[src/rtl/exp_golomb_reader.sv]
// rtl/exp_golomb_reader.sv - Exp-Golomb / fixed-length syntax element reader driving the bitstream buffer pointer
module exp_golomb_reader (
    input  logic        clk,
    input  logic        reset_n,
    input  logic        req,
    input  logic [1:0]  mode,
    input  logic [4:0]  flc_len,
    input  logic        te_max_one,
    input  logic        BitStream_buffer_valid_n,
    input  logic [15:0] BitStream_buffer_output,
    output logic [6:0]  pc,
    output logic        busy,
    output logic        done,
    output logic [15:0] value,
    output logic        err
);

    localparam logic [1:0] MODE_FLC = 2'b00;
    localparam logic [1:0] MODE_SE  = 2'b10;
    localparam logic [1:0] MODE_TE  = 2'b11;

    typedef enum logic [1:0] {IDLE, SAMPLE1, WAIT, SAMPLE2} stateType;

    stateType    state;
    logic [1:0]  modeReg;
    logic [4:0]  lenReg;      // 1..16, zero length already folded to 1
    logic        teOneReg;
    logic [3:0]  lzReg;       // prefix length carried from SAMPLE1 into SAMPLE2, 1..15

    logic [4:0]  leadZeros;
    logic [15:0] flcVal;
    logic [15:0] infoBits;
    logic [16:0] codeNum;

    // Maps the code number to the element value; only se needs the signed zig-zag mapping
    function automatic logic [15:0] mapElement(input logic [1:0] m, input logic [16:0] k);
        logic [16:0] s;
        s = k;
        if (m == MODE_SE) begin
            if (k[0])
                s = (k + 17'd1) >> 1;
            else
                s = 17'd0 - (k >> 1);
        end
        return s[15:0];
    endfunction

    // Window decode: prefix zero count, FLC field, and info field / code number for the suffix window
    always_comb begin
        leadZeros = 5'd16;
        for (int i = 0; i < 16; i++) begin
            if (BitStream_buffer_output[i])
                leadZeros = 5'(15 - i);
        end
        flcVal   = BitStream_buffer_output >> (5'd16 - lenReg);
        infoBits = BitStream_buffer_output >> (5'd16 - {1'b0, lzReg});
        codeNum  = ((17'd1 << lzReg) - 17'd1) + {1'b0, infoBits};
    end

    // Request FSM; pc, value, done, err and busy are all registered here
    always_ff @(posedge clk or negedge reset_n) begin
        if (!reset_n) begin
            state    <= IDLE;
            pc       <= 7'd0;
            busy     <= 1'b0;
            done     <= 1'b0;
            err      <= 1'b0;
            value    <= 16'd0;
            modeReg  <= MODE_FLC;
            lenReg   <= 5'd1;
            teOneReg <= 1'b0;
            lzReg    <= 4'd0;
        end else begin
            done <= 1'b0;
            err  <= 1'b0;
            case (state)
                IDLE: begin
                    // busy is still high during the done cycle, so a req there is ignored
                    if (busy) begin
                        busy <= 1'b0;
                    end else if (req) begin
                        modeReg  <= mode;
                        lenReg   <= (flc_len == 5'd0) ? 5'd1 : flc_len;
                        teOneReg <= te_max_one;
                        busy     <= 1'b1;
                        state    <= SAMPLE1;
                    end
                end
                SAMPLE1: begin
                    if (!BitStream_buffer_valid_n) begin
                        if (modeReg == MODE_FLC) begin
                            value <= flcVal;
                            pc    <= pc + 7'(lenReg);
                            done  <= 1'b1;
                            state <= IDLE;
                        end else if (modeReg == MODE_TE && teOneReg) begin
                            value <= {15'd0, ~BitStream_buffer_output[15]};
                            pc    <= pc + 7'd1;
                            done  <= 1'b1;
                            state <= IDLE;
                        end else if (leadZeros == 5'd16) begin
                            value <= 16'd0;
                            err   <= 1'b1;
                            done  <= 1'b1;
                            state <= IDLE;
                        end else if (leadZeros == 5'd0) begin
                            value <= 16'd0;
                            pc    <= pc + 7'd1;
                            done  <= 1'b1;
                            state <= IDLE;
                        end else begin
                            // skip prefix and the terminating 1; suffix arrives after one WAIT cycle
                            lzReg <= leadZeros[3:0];
                            pc    <= pc + 7'(leadZeros) + 7'd1;
                            state <= WAIT;
                        end
                    end
                end
                WAIT: begin
                    state <= SAMPLE2;
                end
                SAMPLE2: begin
                    if (!BitStream_buffer_valid_n) begin
                        value <= mapElement(modeReg, codeNum);
                        pc    <= pc + 7'(lzReg);
                        done  <= 1'b1;
                        state <= IDLE;
                    end
                end
                default: state <= IDLE;
            endcase
        end
    end

endmodule

[config.mk]
export PLATFORM = sky130hd
export DESIGN_NAME = exp_golomb_reader
export DESIGN_NICKNAME = d
export VERILOG_FILES = /design/src/rtl/exp_golomb_reader.sv
export SDC_FILE = /design/constraint.sdc
export NUM_CORES = 1
export LEC_CHECK = 0
export CAP_MARGIN = 20
export CORE_ASPECT_RATIO = 0.5
export CORE_UTILIZATION = 45
export CTS_BUF_LIST = sky130_fd_sc_hd__clkbuf_4 sky130_fd_sc_hd__clkbuf_8
export DETAILED_ROUTE_END_ITERATION = 8
export PLACE_DENSITY = 0.7
export RECOVER_POWER = 100
export REMOVE_ABC_BUFFERS = 1
export SLEW_MARGIN = 10
export SYNTH_ARGS = -nofsm -noshare
export SYNTH_HDL_FRONTEND = slang
export SYNTH_SLANG_ARGS = --single-unit
[constraint.sdc]
create_clock -name clk -period 5.4 [get_ports clk]
set_clock_uncertainty 0.15 [all_clocks]
set_input_delay 1.08 -clock clk [delete_from_list [all_inputs] [get_ports clk]]
set_output_delay 1.08 -clock clk [all_outputs]
set_load 0.02 [all_outputs]
==> impl_metrics.py, run 1 <==
metrics = {
    "status": {
        "status": "finished with violations",
        "violations": "capacitance limit, slew limit",
    },
    "detailed_routing": {
        "first_pass_iters": 5,
        "first_iter_violations": 493,
        "detail_route.wirelength_um": 18400,
        "detail_route.wl_per_cell_um": 16.8,
        "drc": 0,
        "via_per_inst": 5.90,
        "dr_total_vias": 6474,
        "ant_nets": 0,
    },
    "synthesis": {
        "synth-seq-cells": 40,
        "ys_seq_area_frac": 0.163,
        "synth_area_mm2": 0.00615,
        "synth_cell_type_count": 85,
        "synth_top_area_cell": "dfrtp_1",
        "netlist_instances": 818,
        "post_synth.cell_area_avg_um2": 7.52,
        "yosys_warnings": 0,
        "ys_top_cells_by_area": "dfrtp_1 16%, ha_1 11%, nand2_1 6.0%, a21oi_1 5.2%, mux2i_1 5.0%",
        "ys.flop_type": "dfrtp_1",
        "yosys.area.top_type_share": 0.159,
        "synth_edf_count": 0,
        "async_reset_ff_frac": 1.00,
    },
    "worst_setup_path": {
        "cp.arrival_ns": 5.22,
        "cp-end-kind": "flip-flop",
        "crit_type": "input pin to flip-flop",
        "cp_top_family": "compound AO/OA/AOI/OAI gates",
        "start_kind": "input pin",
        "crit_required_ns": 5.44,
        "crit_chain": "clkdlybuf4s50_1 > buf_4 > mux2i_2 > buf_4 > nand2_1 > nand2_1 > nor2_1 > a31o_2 > a22oi_1 > ha_1 > inv_1 > ha_1 > a211oi_4 > buf_4 > o311ai_4 > buf_4 > a21oi_2 > a31oi_2 > and4b_4 > a32oi_1 > xnor2_1 > a222oi_1 > a21oi_1",
        "critPathMaxStageDelay_ns": 0.42,
        "critical_path.slowest_cell": "clkdlybuf4s50_1",
        "critPathMostFrequentCell": "buf_4",
        "crit_buf_inv": 6,
        "crit_fanout": 5,
    },
    "place": {
        "io_buffers": 53,
        "hpwl_um": 14900,
        "place_inst": 1087,
        "routabilityCongestion": 0.913,
        "dpl_cell_area_mm2": 0.00740,
    },
    "layout": {
        "mostFrequentLayoutCell": "nand2_1",
        "final_cells": 1098,
        "syn_to_final_growth_pct": 23.8,
        "num_antenna_cells": 0,
        "final_cell_mix": "98 x nand2_1, 96 x buf_4, 75 x nor2_1, 63 x a21oi_1, 61 x inv_1",
        "final_nets": 1015,
        "design_area_mm2": 0.00762,
        "final_layout_size_suffix_gt1_frac": 0.175,
    },
    "clock_tree": {
        "htreeDepth": 2,
        "insertion_delay_ns": 0.31,
        "clock-sinks": 40,
        "path_clk_slew_ns": 0.10,
        "clock_path_buffers": 2,
        "clockRootBuffer": "clkbuf_8",
        "tritoncts": "done",
        "cts_made_buffers": 5,
    },
    "grt": {
        "grt_util_all_layers": 0.264,
        "grt_start_max_net_pins": 41,
        "grt-ovfl-total": 0,
        "grt_pass1_vias": 6112,
        "grt_pass1_wl_um": 30400,
        "antenna_found_initial": 0,
    },
    "floorplanning": {
        "row_count": 29,
        "die_area_mm2": 0.0142,
        "start_util": 0.474,
        "dieHeight_um": 84.7,
        "core_area_mm2": 0.0130,
        "fp.dieW_um": 167,
        "io_pins": 54,
    },
    "sta": {
        "min_period_over_period": 0.958,
        "fmax_mhz": 193,
        "hold_viol": 0,
        "maxSlewHeadroom": -0.492,
        "slew_violations": 41,
        "setup-violations-final": 0,
        "whs_ns": 0.333,
        "period_needed_ns": 5.17,
        "tightestPinTransition_ns": 2.24,
        "tns_ns": 0,
    },
    "worst_hold_path": {
        "hold_class": "flip-flop to flip-flop",
    },
    "run": {
        "cap_violations": 1,
    },
}
-- timing repair --
item,CTS,global route
gates resized for setup,0,20
hold buffers,0,0
buffers inserted,0,1
setup endpoints to repair,0,9
-- cells by family after synthesis --
kind of cell,after synthesis,share of synthesized area
AND/OR/NAND/NOR,284,0.227
buffers and inverters,112,0.0720
AO/OA/AOI/OAI,236,0.263
multiplexers,49,0.0943
flip-flops,40,0.163
XOR/XNOR,37,0.0539
adder cells (fa/ha/maj),60,0.127
-- layout make-up --
class / count / area, um2
Sequential cell: 40 / 1000
Multi-Input combinational cell: 666 / 4800
Clock inverter: 3 / 46.3
Tap cell: 170 / 213
Timing Repair Buffer: 151 / 1250
Fill cell: 1189 / 5370
Inverter: 63 / 236
Clock buffer: 5 / 68.8
-- flip-flops by register name, indices dropped and copies added, names as in the netlist, 2 cells and up, named ones only --
name     count
lzReg        4
pc           7
value       16
lenReg       5
modeReg      2
-- metal layers --
layer / GRT usage / routed length, um / up-vias
li1: - / - / 3154
met1: 0.378 / 8740 / 3076
met2: 0.419 / 8170 / 223
met3: 0.0410 / 1330 / 21
met4: 0.0550 / 178 / 0
met5: 0 / 0 / -
-- stage by stage --
stage,utilization,setup WS [ns]
floorplan,-,-0.454
global placement,0.570,-0.114
detailed placement,0.570,-0.252
CTS,0.578,0.0778
global route,0.587,-0.0279
finish,0.587,0.225
-- path summary, 6_finish.rpt --
check	startpoint	cells after the start	slack [ns]	end
worst max-delay path	BitStream_buffer_output[10]	23	0.23	value[11]$_DFFE_PN0P_
worst min-delay path	pc[6]$_DFFE_PN0P_	1	0.33	pc[6]$_DFFE_PN0P_
worst max register to register	lzReg[1]$_DFFE_PN0P_	22	0.45	value[11]$_DFFE_PN0P_
worst min register to register	pc[6]$_DFFE_PN0P_	1	0.33	pc[6]$_DFFE_PN0P_
max in group asynchronous	reset_n	1	2.55	value[1]$_DFFE_PN0P_
min in group asynchronous	reset_n	1	1.27	value[11]$_DFFE_PN0P_
-- synthesized netlist by cell type, types with 3 or more instances --
cell and n:
a21oi_1 64, a21oi_2 3, o21ai_0 57, a22oi_1 4
a21o_1 8, inv_1 61, nand3_1 16, mux2_2 12
nor3_1 17, a211oi_1 14, buf_2 6, o31ai_1 4
dfrtp_1 39, nand2_1 98, or3_1 4, and2_1 4
nor4_1 6, buf_1 3, mux4_2 6, fa_1 4
and3_1 11, a2111oi_0 3, o22ai_1 5, ha_1 56
a211o_1 4, o211ai_1 9, xor2_1 12, o2111ai_1 3
clkbuf_1 38, mux2i_1 31, nor2b_1 16, nand4_1 3
nor2_1 77, a41o_1 3, a31oi_1 9, a32oi_1 4
xnor2_1 24, a221oi_1 3, nand2b_1 13
Power of run 1 is not shown: default switching activity piles up to over one toggle a cycle in this logic, so the estimate is an artifact.
==> run 2: changes to the inputs <==
CTS_CLUSTER_DIAMETER = 200   (was unset)
==> results of run 2 <==
Final layout, timing and power as in run 1 (identical DEF).
Power of run 2 is left out for the same reason.
==> run 3: changes to the inputs <==
CTS_CLUSTER_DIAMETER = unset   (was 200)
==> results of run 3 <==
Final layout, timing and power as in run 1 (identical DEF).
Power of run 3 is left out for the same reason.
